**src/rtl/psm_multi_domain_sequencer.sv**
```systemverilog
// Shared power sequencer: serialises power-up/down of NUM_DOM domains with a us prescaler,
// power-good/clock handshakes, per-step timeouts and per-domain fault lockout.
// Define PSM_SEQ_TELEMETRY_EN to add per-domain saturating transition counters on trans_cnt_o.
module psm_multi_domain_sequencer #(
  parameter int unsigned NUM_DOM        = 4,
  parameter int unsigned DW             = $clog2(NUM_DOM),
  parameter int unsigned CLK_PER_US     = 100,
  parameter int unsigned PWR_RAMP_US    = 50,
  parameter int unsigned ISO_SETUP_US   = 2,
  parameter int unsigned ACK_TIMEOUT_US = 1000,
  parameter int unsigned TW             = 16
) (
  input  logic                  clk,
  input  logic                  rst_n,
  input  logic                  cmd_valid_i,
  output logic                  cmd_ready_o,
  input  logic [DW-1:0]         cmd_dom_i,
  input  logic                  cmd_on_i,
  input  logic                  cmd_ret_i,
  input  logic                  cmd_force_i,
  input  logic [NUM_DOM-1:0]    pgood_i,
  input  logic [NUM_DOM-1:0]    clk_ack_i,
  input  logic [NUM_DOM-1:0]    fatal_err_i,
  output logic [NUM_DOM-1:0]    pwr_sw_en_o,
  output logic [NUM_DOM-1:0]    iso_en_o,
  output logic [NUM_DOM-1:0]    rst_assert_o,
  output logic [NUM_DOM-1:0]    clk_en_o,
  output logic [NUM_DOM-1:0]    mem_ret_en_o,
  output logic [NUM_DOM-1:0]    clk_req_o,
  output logic [NUM_DOM-1:0]    dom_on_o,
  output logic [NUM_DOM-1:0]    dom_fault_o,
  output logic                  busy_o,
  output logic                  done_o,
  output logic                  err_o,
  output logic [7:0]            fault_code_o,
  output logic [TW-1:0]         last_us_o,
  output logic [NUM_DOM*16-1:0] trans_cnt_o
);

  localparam int unsigned PW = (CLK_PER_US > 1) ? $clog2(CLK_PER_US) : 1;
  localparam logic [PW-1:0] L_PRESC_MAX = PW'(CLK_PER_US - 1);
  localparam logic [TW-1:0] L_RAMP      = TW'(PWR_RAMP_US);
  localparam logic [TW-1:0] L_ISO       = TW'(ISO_SETUP_US);
  localparam logic [TW-1:0] L_TIMEOUT   = TW'(ACK_TIMEOUT_US);
  localparam logic [7:0]    FC_PU_SW    = 8'hA1;
  localparam logic [7:0]    FC_PU_CLK   = 8'hC1;
  localparam logic [7:0]    FC_PD_CLK   = 8'hC2;
  localparam logic [7:0]    FC_FATAL    = 8'hE1;

  typedef enum logic [2:0] {
    S_IDLE,
    S_PU_SW,
    S_PU_CLK,
    S_PU_ISO,
    S_PD_ISO,
    S_PD_CLK,
    S_PD_SW
  } state_e;

  state_e               r_state, w_state_nxt;
  logic [PW-1:0]        r_presc;
  logic [TW-1:0]        r_step;
  logic [TW-1:0]        r_lat;
  logic [DW-1:0]        r_dom;
  logic                 r_ret;
  logic                 r_force;
  logic [NUM_DOM-1:0]   r_pwr_sw, r_iso, r_rst, r_clk_en, r_mem_ret, r_clk_req;
  logic [NUM_DOM-1:0]   r_dom_on, r_fault;
  logic                 r_done, r_err;
  logic [7:0]           r_fault_code;
  logic [TW-1:0]        r_last_us;

  logic                 w_us_tick;
  logic [NUM_DOM-1:0]   w_sel, w_cmd_sel;
  logic                 w_dom_valid, w_tgt_fault, w_tgt_on, w_tgt_fatal, w_force_ok;
  logic                 w_latch, w_timeout, w_abort;
  logic [7:0]           w_to_code;
  logic [NUM_DOM-1:0]   w_safe;
  logic [NUM_DOM-1:0]   w_pwr_sw_nxt, w_iso_nxt, w_rst_nxt, w_clk_en_nxt, w_mem_ret_nxt;
  logic [NUM_DOM-1:0]   w_clk_req_nxt, w_dom_on_nxt, w_fault_nxt;
  logic                 w_done_nxt, w_err_nxt;
  logic [7:0]           w_code_nxt;
  logic [TW-1:0]        w_last_us_nxt;

  assign w_us_tick = (r_presc == L_PRESC_MAX);

  // One-hot views of the active domain and of the incoming command target.
  always_comb begin
    w_sel     = '0;
    w_cmd_sel = '0;
    for (int unsigned d = 0; d < NUM_DOM; d++) begin
      w_sel[d]     = (r_dom == DW'(d));
      w_cmd_sel[d] = (cmd_dom_i == DW'(d));
    end
  end

  assign w_dom_valid = |w_cmd_sel;
  assign w_tgt_fault = |(w_cmd_sel & r_fault);
  assign w_tgt_on    = |(w_cmd_sel & r_dom_on);
  assign w_tgt_fatal = |(w_cmd_sel & fatal_err_i);
  assign w_force_ok  = cmd_force_i & ~cmd_on_i;

  always_comb begin
    w_state_nxt   = r_state;
    w_pwr_sw_nxt  = r_pwr_sw;
    w_iso_nxt     = r_iso;
    w_rst_nxt     = r_rst;
    w_clk_en_nxt  = r_clk_en;
    w_mem_ret_nxt = r_mem_ret;
    w_clk_req_nxt = r_clk_req;
    w_dom_on_nxt  = r_dom_on;
    w_fault_nxt   = r_fault;
    w_done_nxt    = 1'b0;
    w_err_nxt     = 1'b0;
    w_code_nxt    = r_fault_code;
    w_last_us_nxt = r_last_us;
    w_latch       = 1'b0;
    w_timeout     = 1'b0;
    w_to_code     = 8'h00;
    w_abort       = 1'b0;
    w_safe        = '0;

    unique case (r_state)
      S_IDLE: begin
        if (cmd_valid_i) begin
          w_latch = 1'b1;
          if (!w_dom_valid || w_tgt_fatal || (w_tgt_fault && !w_force_ok)) begin
            w_err_nxt = 1'b1;
          end else if (w_tgt_fault) begin
            w_fault_nxt = r_fault & ~w_cmd_sel;
            w_state_nxt = S_PD_ISO;
          end else if (cmd_on_i == w_tgt_on) begin
            w_done_nxt    = 1'b1;
            w_last_us_nxt = '0;
          end else begin
            w_state_nxt = cmd_on_i ? S_PU_SW : S_PD_ISO;
          end
        end
      end
      S_PU_SW: begin
        w_pwr_sw_nxt = r_pwr_sw | w_sel;
        if (r_step >= L_RAMP && |(pgood_i & w_sel)) begin
          w_state_nxt = S_PU_CLK;
        end else if (r_step >= L_TIMEOUT) begin
          w_timeout = 1'b1;
          w_to_code = FC_PU_SW;
        end
      end
      S_PU_CLK: begin
        w_clk_req_nxt = r_clk_req | w_sel;
        if (|(clk_ack_i & w_sel)) begin
          w_clk_en_nxt = r_clk_en | w_sel;
          w_state_nxt  = S_PU_ISO;
        end else if (r_step >= L_TIMEOUT) begin
          w_timeout = 1'b1;
          w_to_code = FC_PU_CLK;
        end
      end
      S_PU_ISO: begin
        if (r_step >= L_ISO) begin
          w_iso_nxt     = r_iso & ~w_sel;
          w_rst_nxt     = r_rst & ~w_sel;
          w_mem_ret_nxt = r_mem_ret & ~w_sel;
          w_dom_on_nxt  = r_dom_on | w_sel;
          w_done_nxt    = 1'b1;
          w_last_us_nxt = r_lat;
          w_state_nxt   = S_IDLE;
        end
      end
      S_PD_ISO: begin
        w_iso_nxt     = r_iso | w_sel;
        w_rst_nxt     = r_rst | w_sel;
        w_clk_en_nxt  = r_clk_en & ~w_sel;
        w_mem_ret_nxt = r_ret ? (r_mem_ret | w_sel) : (r_mem_ret & ~w_sel);
        if (r_step >= L_ISO) begin
          w_state_nxt = S_PD_CLK;
        end
      end
      S_PD_CLK: begin
        w_clk_req_nxt = r_clk_req & ~w_sel;
        if (!(|(clk_ack_i & w_sel))) begin
          w_state_nxt = S_PD_SW;
        end else if (r_step >= L_TIMEOUT && !r_force) begin
          // A force-clear keeps waiting: the domain is already in its safe state.
          w_timeout = 1'b1;
          w_to_code = FC_PD_CLK;
        end
      end
      S_PD_SW: begin
        w_pwr_sw_nxt  = r_pwr_sw & ~w_sel;
        w_dom_on_nxt  = r_dom_on & ~w_sel;
        w_done_nxt    = 1'b1;
        w_last_us_nxt = r_lat;
        w_state_nxt   = S_IDLE;
      end
      default: begin
        w_state_nxt = S_IDLE;
      end
    endcase

    if (w_timeout) begin
      w_safe     = w_sel;
      w_code_nxt = w_to_code;
      w_abort    = 1'b1;
    end

    // Fatal errors lock out any domain; only the active one aborts the sequence.
    if (|fatal_err_i) begin
      w_safe     = w_safe | fatal_err_i;
      w_code_nxt = FC_FATAL;
      if (r_state != S_IDLE && |(fatal_err_i & w_sel)) begin
        w_abort = 1'b1;
      end
    end

    if (w_abort) begin
      w_state_nxt   = S_IDLE;
      w_done_nxt    = 1'b0;
      w_last_us_nxt = r_last_us;
    end

    w_iso_nxt     = w_iso_nxt | w_safe;
    w_rst_nxt     = w_rst_nxt | w_safe;
    w_mem_ret_nxt = w_mem_ret_nxt | w_safe;
    w_clk_en_nxt  = w_clk_en_nxt & ~w_safe;
    w_clk_req_nxt = w_clk_req_nxt & ~w_safe;
    w_pwr_sw_nxt  = w_pwr_sw_nxt & ~w_safe;
    w_dom_on_nxt  = w_dom_on_nxt & ~w_safe;
    w_fault_nxt   = w_fault_nxt | w_safe;
  end

  always_ff @(posedge clk or negedge rst_n) begin
    if (!rst_n) begin
      r_state      <= S_IDLE;
      r_presc      <= '0;
      r_step       <= '0;
      r_lat        <= '0;
      r_dom        <= '0;
      r_ret        <= 1'b0;
      r_force      <= 1'b0;
      r_pwr_sw     <= '0;
      r_iso        <= '1;
      r_rst        <= '1;
      r_clk_en     <= '0;
      r_mem_ret    <= '1;
      r_clk_req    <= '0;
      r_dom_on     <= '0;
      r_fault      <= '0;
      r_done       <= 1'b0;
      r_err        <= 1'b0;
      r_fault_code <= '0;
      r_last_us    <= '0;
    end else begin
      r_state <= w_state_nxt;
      r_presc <= w_us_tick ? '0 : r_presc + PW'(1);
      if (w_state_nxt != r_state) begin
        r_step <= '0;
      end else if (w_us_tick && r_step != '1) begin
        r_step <= r_step + TW'(1);
      end
      if (w_latch) begin
        r_lat   <= '0;
        r_dom   <= cmd_dom_i;
        r_ret   <= cmd_ret_i;
        r_force <= w_force_ok & w_tgt_fault;
      end else if (w_us_tick && r_lat != '1) begin
        r_lat <= r_lat + TW'(1);
      end
      r_pwr_sw     <= w_pwr_sw_nxt;
      r_iso        <= w_iso_nxt;
      r_rst        <= w_rst_nxt;
      r_clk_en     <= w_clk_en_nxt;
      r_mem_ret    <= w_mem_ret_nxt;
      r_clk_req    <= w_clk_req_nxt;
      r_dom_on     <= w_dom_on_nxt;
      r_fault      <= w_fault_nxt;
      r_done       <= w_done_nxt;
      r_err        <= w_err_nxt;
      r_fault_code <= w_code_nxt;
      r_last_us    <= w_last_us_nxt;
    end
  end

`ifdef PSM_SEQ_TELEMETRY_EN
  logic [NUM_DOM*16-1:0] r_trans_cnt;

  // r_dom still names the completed domain during the done_o cycle.
  always_ff @(posedge clk or negedge rst_n) begin
    if (!rst_n) begin
      r_trans_cnt <= '0;
    end else if (r_done) begin
      for (int unsigned d = 0; d < NUM_DOM; d++) begin
        if (w_sel[d] && r_trans_cnt[d*16 +: 16] != 16'hFFFF) begin
          r_trans_cnt[d*16 +: 16] <= r_trans_cnt[d*16 +: 16] + 16'd1;
        end
      end
    end
  end

  assign trans_cnt_o = r_trans_cnt;
`else
  assign trans_cnt_o = '0;
`endif

  assign cmd_ready_o  = (r_state == S_IDLE);
  assign busy_o       = (r_state != S_IDLE);
  assign pwr_sw_en_o  = r_pwr_sw;
  assign iso_en_o     = r_iso;
  assign rst_assert_o = r_rst;
  assign clk_en_o     = r_clk_en;
  assign mem_ret_en_o = r_mem_ret;
  assign clk_req_o    = r_clk_req;
  assign dom_on_o     = r_dom_on;
  assign dom_fault_o  = r_fault;
  assign done_o       = r_done;
  assign err_o        = r_err;
  assign fault_code_o = r_fault_code;
  assign last_us_o    = r_last_us;

endmodule

```
**config.mk**
```make
export PLATFORM = sky130hd
export DESIGN_NAME = psm_multi_domain_sequencer
export DESIGN_NICKNAME = d
export VERILOG_FILES = /design/src/rtl/psm_multi_domain_sequencer.sv
export SDC_FILE = /design/constraint.sdc
export NUM_CORES = 1
export LEC_CHECK = 0
export BUFFER_PORTS_ARGS = -buffer_cell sky130_fd_sc_hd__buf_2
export CAP_MARGIN = 25
export CORE_ASPECT_RATIO = 1.75
export CORE_MARGIN = 2
export CORE_UTILIZATION = 25
export DETAILED_ROUTE_END_ITERATION = 8
export MAX_ROUTING_LAYER = met4
export PLACE_DENSITY = 0.43
export SLEW_MARGIN = 25
export SYNTH_ARGS = -nofsm -noshare
export SYNTH_HDL_FRONTEND = slang
export SYNTH_SLANG_ARGS = --single-unit
```
**constraint.sdc**
```tcl
create_clock -name clk -period 2.3 [get_ports clk]
set_input_delay 0.115 -clock clk [delete_from_list [all_inputs] [get_ports clk]]
set_output_delay 0.115 -clock clk [all_outputs]
set_load 0.01 [all_outputs]
```
* After elaboration in Yosys (flattened, before gate mapping)
Index checks and enable logic that the tools add are counted.
** Storage, ports and cells
- Register bits after elaboration :: 104
- Input bits :: 20
- Word-level logic and storage cells :: 184
** Cells by class
- Add/sub/neg operators :: 3
- $lt $le $gt $ge :: 3
- Equality and inequality tests :: 22
- Mux-type cells :: 72
- Bitwise logic cells :: 37
- Reductions and logical operators :: 28
** Operators by type and width (count)
- $mux 16 :: 9
- $and 4x4->4 :: 18
- $mux 8 :: 8
- $pmux 4 s2 :: 7
- $mux 4 :: 12
- $or 4x4->4 :: 12
- $pmux 16 s3 :: 1
- $mux 3 :: 11
- $add 16x1->16 const B :: 2
- $ne 16x16->1 const B :: 2
- $reduce_or 4->1 :: 8
- $pmux 8 s3 :: 1
- $mux 1 :: 19
- $pmux 3 s6 :: 1
- $ge 16x10->1 const B :: 1
- $ge 16x2->1 const B :: 1
- $ge 16x6->1 const B :: 1
- $not 4->4 :: 3
- $eq 3x3->1 const B :: 3
- $eq 2x2->1 const B :: 4
- $ne 2x2->1 const B :: 4
- $add 7x1->7 const B :: 1
- $eq 7x7->1 const B :: 1
- $mux 7 :: 1
- other kinds (17) :: 34

* Logic depth before layout (Yosys ltp)
Gate-level depths: netlist of run 1.
- Depth in word-level cells :: 12
- Depth in mapped cells :: 10
- Gate-level depth less buffers :: 9

* Worst setup path before layout of run 1
OpenSTA, ideal clock, no wires.
- Kind :: reg2reg
- Start point :: register r_state[0]
- End point :: register r_last_us[3], in the netlist last_us_o[3]
- Library setup time :: 0.119 ns
- Arrival time :: 2.379 ns
- Data required time :: 2.181 ns
- Setup slack :: -0.198 ns
- Cell stages (with the launch flop) :: 10
- Cell sequence :: dfrtp_1 -> or4b_1 -> clkbuf_4 -> a211oi_4 -> inv_2 -> or4_4 -> a31o_4 -> buf_6 -> nand2_1 -> o21ai_2
** On the way
- Cells in the longest elaborated chain, start to end :: 7
** RTL lines
- start: declaration :: RTL line 60 : state_e r_state, w_state_nxt;
- start signal: assignment :: RTL line 254 : r_state <= w_state_nxt;
- $eq 3x3->1, or another cell as far along :: RTL line 123 : unique case (r_state)
- $pmux 1 s3 :: RTL line 123
- $mux 1 :: RTL line 201 : if (w_timeout) begin
- $mux 1 :: RTL line 211 : if (r_state != S_IDLE && |(fatal_err_i & w_sel)) begin
- $mux 1 :: RTL line 208 : if (|fatal_err_i) begin
- $not 1->1 (no source line)
- $reduce_and 7->1 (no source line)
- end signal: assignment :: RTL line 280 : r_last_us <= w_last_us_nxt;
- end: declaration :: RTL line 71 : logic [TW-1:0] r_last_us;
Several ways; a longest one is shown, not always the timed one.
A chain may end at the register's enable or synchronous reset.

* Worst setup path after layout of run 1
- Start point :: register r_state[2]
- End point :: register r_step[0]
** On the way
- Cells in the longest elaborated chain, start to end :: 8
** RTL lines
- $eq 3x3->1, or another cell as far along :: RTL line 123
- $pmux 1 s3 / $mux 3 (equally long branches) :: RTL line 123, 129
- $mux 1 / $mux 3 (equally long branches) :: RTL line 201, 127
- $mux 1 / $mux 3 (equally long branches) :: RTL line 211, 125
- $mux 1 / $pmux 3 s6 (equally long branches) :: RTL line 208, 123
- $mux 3 :: RTL line 216 : if (w_abort) begin
- $ne 3x3->1 (*) :: RTL line 256 : if (w_state_nxt != r_state) begin
- $mux 16 / $reduce_bool 2->1 (equally long branches)
- end signal: assignment :: RTL line 259 : r_step <= r_step + TW'(1);
- end: declaration :: RTL line 62 : logic [TW-1:0] r_step;
Every way passes the cells marked *; elsewhere a longest branch is shown, timed or not.

==> results.sh, run 1 <==
export IMPL_status="complete, but fails checks"
export IMPL_failed_checks="setup timing"
export IMPL_fraction_of_layout_instances_using_a_drive_strength_above_1=0.342
export IMPL_clk_root_buffer_cell="sky130_fd_sc_hd__clkbuf_16"
export IMPL_number_of_global_route_vias_before_repair=4793
export IMPL_timing_critical_path_to_type="register"
export IMPL_dp_slack_ns=-0.276
export IMPL_remaining_routing_drc_violations=0
export IMPL_ctsHtreeMaxLevel=3
export IMPL_die_y_um=203
export IMPL_worstSkewPairLatency_ns=0.36
export IMPL_slew_violations=0
export IMPL_period_minus_slack_ns=2.35
export IMPL_synth_area_in_compound_gates=0.120
export IMPL_clk_pin_slew_ns=0.08
export IMPL_drtIter0Drc=130
export IMPL_synth_adder_area_share=0.00887
export IMPL_dpl_hpwl_um=12600
export IMPL_cts_path_max_buffers=2
export IMPL_gpl_final_weighted_congestion=0.826
export IMPL_clock_skew_ns=0.0118
export IMPL_critical_path_required_ns=2.54
export IMPL_tritoncts="yes"
export IMPL_reg2reg_setup_slack_ns=-0.05
export IMPL_grt_setup_unrepaired="yes"
export IMPL_timing_max_slew_rel_slack=0.557
export IMPL_numCtsBuffers=9
export IMPL_leak_pwr_nw=3.29
export IMPL_yosys_area_share_simple=0.212
export IMPL_synthXorXnorAreaFrac=0.0528
export IMPL_p_per_area_mw_per_mm2=926
export IMPL_r2r_end="r_step[0]$_DFFE_PN0P_"
export IMPL_avgRoutedWirePerCell_um=15.7
export IMPL_highest_count_cells_in_the_layout_ignoring_fill_and_taps="sky130_fd_sc_hd__dfrtp_1, sky130_fd_sc_hd__buf_4, sky130_fd_sc_hd__nor2_1, sky130_fd_sc_hd__buf_2, sky130_fd_sc_hd__nand2_1"
export IMPL_flow_area_growth_from_synthesis_pct=29.0
export IMPL_timing_hold_violations_final=0
export IMPL_via_per_inst=4.40
export IMPL_synth_distinct_cells=66
export IMPL_initial_utilization=0.255
export IMPL_overflow=0
export IMPL_die_x_um=118
export IMPL_timing_critical_path_to="r_step[0]$_DFFE_PN0P_"
export IMPL_p_total_mw=6.74
export IMPL_max_freq_ghz=0.426
export IMPL_number_of_routed_nets_with_antenna_violations=0
export IMPL_timing_rr_start="r_state[2]$_DFF_PN0_"
export IMPL_synth_edf_count=0
export IMPL_largest_voltage_drop_on_the_vdd_net_uv=417
export IMPL_synthesis_area_mm2=0.00564
export IMPL_grt_start_max_net_pins=45
export IMPL_detailedRoute_firstPassIterationCount=5
export IMPL_synthCells=613
export IMPL_finalNetCount=794
export IMPL_share_of_synthesized_flip_flops_with_an_asynchronous_set_or_reset=1.00
export IMPL_nFillCells=2396
export IMPL_worst_endpoint_arrival_ns=2.59
export IMPL_port_buffers=76
export IMPL_placement_rows=72
export IMPL_hold_path_class="in -> reg"
export IMPL_muxShareOfSynthArea=0.0319
export IMPL_antenna_found_initial=1
export IMPL_yosys_most_used_dff="sky130_fd_sc_hd__dfrtp_1"
export IMPL_worst_setup_margin_ns=-0.0470
export IMPL_core_region_area_mm2=0.0222
export IMPL_num_io_pins=144
export IMPL_layout_cells_most_common="sky130_fd_sc_hd__dfrtp_1"
export IMPL_wirelength_um=16800
export IMPL_crit_path_from="r_state[2]$_DFF_PN0_"
export IMPL_design_die_area_mm2=0.0238
export IMPL_fin_crit_sh=1.02
export IMPL_crit_path_max_fanout=11
export IMPL_worstMarginPinSlew_ns=0.660
export IMPL_cts_sink_count=101
export IMPL_synth_top_family_by_area="simple AND/OR/NAND/NOR gates"
export IMPL_timing_hold_ws_ns=0.0853
export IMPL_layout_core_utilization=0.329
export IMPL_route_vias_total=4718
export IMPL_setup_viol=29
export IMPL_synth_warn=0
export IMPL_syn_area_per_cell_um2=9.21
export IMPL_globalRouteTotalUtil=0.145
export IMPL_synth_ff_latch_count=101
export IMPL_max_cap_violations=0
export IMPL_global_route_wire_length_before_repair_um=26200
export IMPL_seq_area_frac_synth=0.451
export IMPL_start_kind="register"
export IMPL_crit_type="reg -> reg"
export IMPL_rr_worst_depth=8
==> sequential cells by signal, indices dropped and copies added, names as in the netlist, 2 cells and up <==
register / cells
r_state: 3
iso_en_o: 4
dom_on_o: 4
clk_req_o: 4
mem_ret_en_o: 4
r_lat: 16
pwr_sw_en_o: 4
clk_en_o: 4
last_us_o: 16
r_step: 16
r_presc: 7
r_dom: 2
fault_code_o: 5
rst_assert_o: 4
dom_fault_o: 4
==> cell type report <==
class / instances / area [um2] / area share
Antenna cell: 1 / 2.50 / 0.000344
Clock buffer: 12 / 246 / 0.0338
Clock inverter: 4 / 80.1 / 0.0110
Inverter: 10 / 37.5 / 0.00515
Multi-Input combinational cell: 480 / 2890 / 0.396
Sequential cell: 101 / 2540 / 0.349
Tap cell: 296 / 370 / 0.0509
Timing Repair Buffer: 168 / 1110 / 0.153
==> power by group <==
part	switching, mW	internal (mW)	total (mW)	leakage, nW
Combinational	1.60	1.21	2.81	1.89
Sequential	0.196	2.03	2.23	1.24
Clock	0.714	0.996	1.71	0.159
==> worst max-delay path: stages, from the launching register on <==
cell and delay (ns):
sky130_fd_sc_hd__dfrtp_1 0.38, sky130_fd_sc_hd__or4b_4 0.57, sky130_fd_sc_hd__a211oi_4 0.26, sky130_fd_sc_hd__buf_4 0.15, sky130_fd_sc_hd__nand3b_1 0.13, sky130_fd_sc_hd__a31o_2 0.28
sky130_fd_sc_hd__o211ai_4 0.23, sky130_fd_sc_hd__buf_12 0.17, sky130_fd_sc_hd__nor2_1 0.05
==> through the flow <==
stage	cells	area (um2)	setup TNS [ns]
CTS	1066	7130	-0.368
detailed placement	1044	6660	-9.56
floorplan	679	5930	-3.11
global placement	1044	6660	-9.01
global route	1072	7280	-3.28
finish	1072	7280	-0.807
==> logic make-up (layout without fill, tap and decap cells) <==
logic type                 count (synthesis)  in the layout
xor gates and xnor gates                  34             34
adders and majority gates                  4              4
and+or+nand+nor                          261            261
AOI/OAI and AO/OA                        100            104
DFF                                      101            101
muxes                                     10             10
buffers and inverters                    102            194
other                                      1             68
==> routing by layer <==
layer	vias up	share of wire	GRT usage
met4	0	0.023	0.0572
met3	24	0.036	0.0272
met1	2291	0.36	0.140
met5	-	0	-
li1	2275	-	-
met2	128	0.58	0.282
==> how the worst min path moves through the flow <==
stage,startpoint,end,slack (ns),cells after the start
final,fatal_err_i[3],dom_fault_o[3]$_DFF_PN0_,0.09,3
after detailed placement,rst_n,r_ret$_DFFE_PN0P_,0.17,1
after CTS,fatal_err_i[1],mem_ret_en_o[1]$_DFF_PN1_,0.1,3
after global placement,rst_n,r_ret$_DFFE_PN0P_,0.17,1
after global routing,fatal_err_i[3],dom_fault_o[3]$_DFF_PN0_,0.1,3
after floorplan,rst_n,clk_en_o[0]$_DFF_PN0_,-0.18,0
==> synth_stat cells (4+ instances only) <==
library cell | n | area [um2]
sky130_fd_sc_hd__o21ai_0 | 19 | 95.1
sky130_fd_sc_hd__nor2_1 | 85 | 319
sky130_fd_sc_hd__xnor2_1 | 14 | 123
sky130_fd_sc_hd__nor4_1 | 5 | 31.3
sky130_fd_sc_hd__dfstp_2 | 12 | 315
sky130_fd_sc_hd__dfrtp_1 | 89 | 2230
sky130_fd_sc_hd__nand2b_1 | 5 | 31.3
sky130_fd_sc_hd__and3_1 | 11 | 68.8
sky130_fd_sc_hd__nand3_1 | 23 | 115
sky130_fd_sc_hd__ha_1 | 4 | 50.1
sky130_fd_sc_hd__nand4_1 | 9 | 56.3
sky130_fd_sc_hd__mux4_2 | 5 | 113
sky130_fd_sc_hd__nor3_1 | 11 | 55.1
sky130_fd_sc_hd__buf_6 | 4 | 45.0
sky130_fd_sc_hd__inv_1 | 9 | 33.8
sky130_fd_sc_hd__and2_1 | 6 | 37.5
sky130_fd_sc_hd__clkbuf_1 | 14 | 52.6
sky130_fd_sc_hd__a21o_1 | 6 | 45.0
sky130_fd_sc_hd__nand2_1 | 85 | 319
sky130_fd_sc_hd__o21ai_2 | 13 | 114
sky130_fd_sc_hd__a21oi_1 | 30 | 150
sky130_fd_sc_hd__buf_4 | 67 | 503
sky130_fd_sc_hd__a31oi_1 | 5 | 31.3
sky130_fd_sc_hd__o21ai_1 | 4 | 20.0
sky130_fd_sc_hd__xor2_1 | 20 | 175
==> what timing repair did <==
action | in CTS | in global routing
hold endpoints to repair | 40 | 0
gates cloned | 2 | 2
pin swaps | 11 | 25
setup endpoints to repair | 63 | 61
gates resized for setup | 19 | 27
buffers inserted | 3 | 3
hold buffers | 2 | 0
(Power assumes the default switching activity.)
==> run 2, diff against run 1 <==
--- a/config.mk
+++ b/config.mk
@@ -5,6 +5,7 @@
 export SDC_FILE = /design/constraint.sdc
 export NUM_CORES = 1
 export LEC_CHECK = 0
+export ABC_AREA = 1
 export BUFFER_PORTS_ARGS = -buffer_cell sky130_fd_sc_hd__buf_2
 export CAP_MARGIN = 25
 export CORE_ASPECT_RATIO = 1.75
==> run 2 against run 1 <==
The flow now finishes without violations; sequential share of layout area increased by 2.2 points; hold slack lost 0.052 ns; synthesized cell count increased by 19%; clock skew up 0.0035 ns; sequential cell count is the same; cell area down 5.8%; critical path type unchanged; largest cell class unchanged; largest power group is now registers; highest routed layer unchanged.
==> results.sh, run 2 <==
export IMPL_status="finished clean"
export IMPL_hold_startpoint="cmd_dom_i[1]"
export IMPL_synthCells=730
export IMPL_seq_area_frac_synth=0.441
export IMPL_clkPwrFrac=0.283
export IMPL_muxShareOfSynthArea=0
export IMPL_detailedRoute_firstPassIterationCount=4
export IMPL_crit_path_max_fanout=16
export IMPL_antenna_found_initial=0
export IMPL_worstSkewPairLatency_ns=0.37
export IMPL_power_switching_share=0.398
export IMPL_number_of_global_route_vias_before_repair=4970
export IMPL_layout_core_utilization=0.303
export IMPL_clk_root_buffer_cell="sky130_fd_sc_hd__clkbuf_16"
export IMPL_design_die_area_mm2=0.0243
export IMPL_synth_area_in_compound_gates=0.0927
export IMPL_timing_critical_path_to_type="register"
export IMPL_tritoncts="yes"
export IMPL_max_cap_violations=0
export IMPL_fraction_of_layout_instances_using_a_drive_strength_above_1=0.214
export IMPL_setup_viol=0
export IMPL_start_kind="register"
export IMPL_critical_path_n_buffers_inverters=1
export IMPL_power_switching_mw=2.17
export IMPL_remaining_routing_drc_violations=0
export IMPL_globalRouteTotalUtil=0.156
export IMPL_grt_start_max_net_pins=75
export IMPL_crit_path_from="r_dom[0]$_DFFE_PN0P_"
export IMPL_yosys_most_used_dff="sky130_fd_sc_hd__dfrtp_1"
export IMPL_clk_pin_slew_ns=0.08
export IMPL_synth_distinct_cells=40
export IMPL_ctsHtreeMaxLevel=3
export IMPL_cts_sink_count=101
export IMPL_worst_endpoint_arrival_ns=2.39
export IMPL_grt_setup_unrepaired="no"
export IMPL_global_route_wire_length_before_repair_um=27800
export IMPL_share_of_synthesized_flip_flops_with_an_asynchronous_set_or_reset=1.00
export IMPL_seq_power_share=0.391
export IMPL_number_of_routed_nets_with_antenna_violations=0
export IMPL_leak_pwr_nw=3.26
export IMPL_num_io_pins=144
export IMPL_gpl_final_weighted_congestion=0.897
export IMPL_slew_violations=0
export IMPL_avgRoutedWirePerCell_um=15.7
export IMPL_wirelength_um=18000
export IMPL_hold_path_class="in -> reg"
export IMPL_p_int_mw=3.29
export IMPL_cell_accounting_for_the_most_synthesized_area="sky130_fd_sc_hd__dfrtp_1"
export IMPL_placement_rows=73
export IMPL_antenna_diode_count=0
export IMPL_cp_cell_sequence="nor2_8 -> nand2_1 -> nand2_1 -> nor2_1 -> nand3_2 -> o21ai_2 -> nor2_4 -> nand2_4 -> o21ai_2 -> nand3_2 -> buf_12 -> nor2_1"
export IMPL_flow_area_growth_from_synthesis_pct=19.0
export IMPL_cts_path_max_buffers=2
export IMPL_via_per_inst=4.37
export IMPL_critical_path_required_ns=2.60
export IMPL_port_buffers=76
export IMPL_synth_top_family_by_area="simple AND/OR/NAND/NOR gates"
export IMPL_setup_total_negative_slack_ns=0
export IMPL_die_x_um=119
export IMPL_route_vias_total=5005
export IMPL_stage_delay_of_the_slowest_cell_on_the_critical_path_ns=0.50
export IMPL_numCtsBuffers=9
export IMPL_yosys_area_share_simple=0.264
export IMPL_overflow=0
export IMPL_synth_ff_latch_count=101
export IMPL_part_of_the_total_power_dissipated_in_combinational_logic=0.326
export IMPL_timing_hold_violations_final=0
export IMPL_finalNetCount=865
export IMPL_clock_skew_ns=0.0153
export IMPL_worstMarginPinSlew_ns=1.02
export IMPL_area_occupied_by_multi_input_gates_mm2=0.00261
export IMPL_synth_edf_count=0
export IMPL_synthesis_area_mm2=0.00577
export IMPL_seq_area_mm2=0.00254
export IMPL_p_per_area_mw_per_mm2=795
export IMPL_syn_area_per_cell_um2=7.90
export IMPL_layout_cells_most_common="sky130_fd_sc_hd__nand2_1"
export IMPL_p_total_mw=5.45
export IMPL_nFillCells=2487
export IMPL_synth_most_common_cell="sky130_fd_sc_hd__nand2_1"
export IMPL_synthXorXnorAreaFrac=0.0334
export IMPL_synth_warn=0
export IMPL_yosys_top_cells_area="sky130_fd_sc_hd__dfrtp_1, sky130_fd_sc_hd__buf_4, sky130_fd_sc_hd__nand2_1, sky130_fd_sc_hd__inv_1, sky130_fd_sc_hd__dfstp_2"
export IMPL_timing_max_slew_rel_slack=0.312
export IMPL_timing_rr_start="r_dom[0]$_DFFE_PN0P_"
export IMPL_core_region_area_mm2=0.0227
export IMPL_drtIter0Drc=234
export IMPL_largest_voltage_drop_on_the_vdd_net_uv=399
export IMPL_cell_type_of_the_slowest_stage_on_the_worst_timing_path="sky130_fd_sc_hd__dfrtp_2"
export IMPL_synth_adder_area_share=0.00868
export IMPL_dpl_hpwl_um=14300
export IMPL_crit_type="reg -> reg"
export IMPL_initial_utilization=0.255
export IMPL_yosys_top_cells_count="sky130_fd_sc_hd__nand2_1, sky130_fd_sc_hd__dfrtp_1, sky130_fd_sc_hd__inv_1, sky130_fd_sc_hd__nor2_1, sky130_fd_sc_hd__buf_4"
export IMPL_max_freq_ghz=0.478
export IMPL_cp_top_family="simple AND/OR/NAND/NOR gates"
export IMPL_die_y_um=205
export IMPL_post_synth_top_area_fraction=0.386
export IMPL_fin_crit_sh=0.909
export IMPL_highest_count_cells_in_the_layout_ignoring_fill_and_taps="sky130_fd_sc_hd__nand2_1, sky130_fd_sc_hd__dfrtp_1, sky130_fd_sc_hd__inv_1, sky130_fd_sc_hd__buf_2, sky130_fd_sc_hd__nor2_1"
export IMPL_period_minus_slack_ns=2.09
[run 2: cell count changes after synthesis, sizes merged, moves of 6 or more]
| cell | previous run | this run |
|---|---|---|
| o21ai | 36 | 56 |
| inv | 10 | 91 |
| and2 | 7 | 1 |
| a21o | 7 | 0 |
| and3 | 11 | 2 |
| clkbuf | 15 | 3 |
| nor3 | 11 | 21 |
| mux4 | 6 | 0 |
| nand3 | 23 | 65 |
| nand2 | 85 | 139 |
| a21oi | 30 | 16 |
| xnor2 | 14 | 1 |
[run 2: worst paths after layout]
kind / endpoint / slack, ns / depth (start not counted)
min in group asynchronous: r_lat[4]$_DFFE_PN0P_ / 0.20 / 2
setup reg to reg: r_step[15]$_DFFE_PN0P_ / 0.21 / 12
hold / removal: dom_fault_o[1]$_DFF_PN0_ / 0.03 / 3
hold reg to reg: r_presc[0]$_DFF_PN0_ / 0.45 / 1
setup / recovery: r_step[15]$_DFFE_PN0P_ / 0.21 / 12
max in group asynchronous: iso_en_o[0]$_DFF_PN1_ / 1.33 / 3
[run 2: cell families after synthesis]
kind of cell | count (synthesis)
flops | 101
fa+ha+maj | 4
buf+inv | 169
compound gates | 94
other cells | 1
xor+xnor | 22
simple gates | 339
[run 2: tightest hold or removal path, stage by stage]
cell	delay [ns]
sky130_fd_sc_hd__buf_2	0.12
sky130_fd_sc_hd__o31ai_1	0.09
sky130_fd_sc_hd__nand2_1	0.05
[run 2: per-stage QoR]
step | setup WS [ns] | cell area [um2] | hold slack, ns | std cells
3_3_place_gp | 0.137 | 6470 | 0.0764 | 1125
3_5_place_dp | 0.0774 | 6470 | 0.0781 | 1125
2_1_floorplan | 0.422 | 6010 | -0.181 | 796
5_1_grt | 0.00231 | 6860 | 0.0441 | 1146
6_report | 0.209 | 6860 | 0.0337 | 1146
4_1_cts | 0.0516 | 6780 | 0.0350 | 1143
[run 2: final cells by class]
class | count | share of cell area
clock buffers | 9 | 0.0328
multi-input cells | 526 | 0.380
clock inverters | 7 | 0.00985
flip-flops and latches | 101 | 0.371
repair buffers | 111 | 0.102
well taps | 300 | 0.0547
inverters | 92 | 0.0503
[run 2: power groups by stage]
stage	Sequential (mW)	Combinational, mW	Clock [mW]
6_report	2.13	1.78	1.54
5_1_grt	2.16	1.98	1.69
4_1_cts	2.14	1.76	1.60
3_5_place_dp	2.17	1.75	0
3_3_place_gp	2.17	1.76	0
2_1_floorplan	2.12	1.12	0
[run 2: timing repair]
item / 4_1_cts / 5_1_grt
setup endpoints to repair: 0 / 37
setup buffers: 0 / 3
hold endpoints to repair: 25 / 0
hold buffers: 2 / 0
resized for setup: 0 / 18
[run 2: per-layer routing]
| metal | wire, um | GRT usage | up-vias | part of all wire |
|---|---|---|---|---|
| li1 | - | - | 2454 | - |
| met2 | 10300 | 0.300 | 151 | 0.57 |
| met3 | 655 | 0.0228 | 27 | 0.036 |
| met1 | 6580 | 0.158 | 2373 | 0.37 |
| met5 | 0 | - | - | 0 |
| met4 | 465 | 0.0553 | 0 | 0.026 |
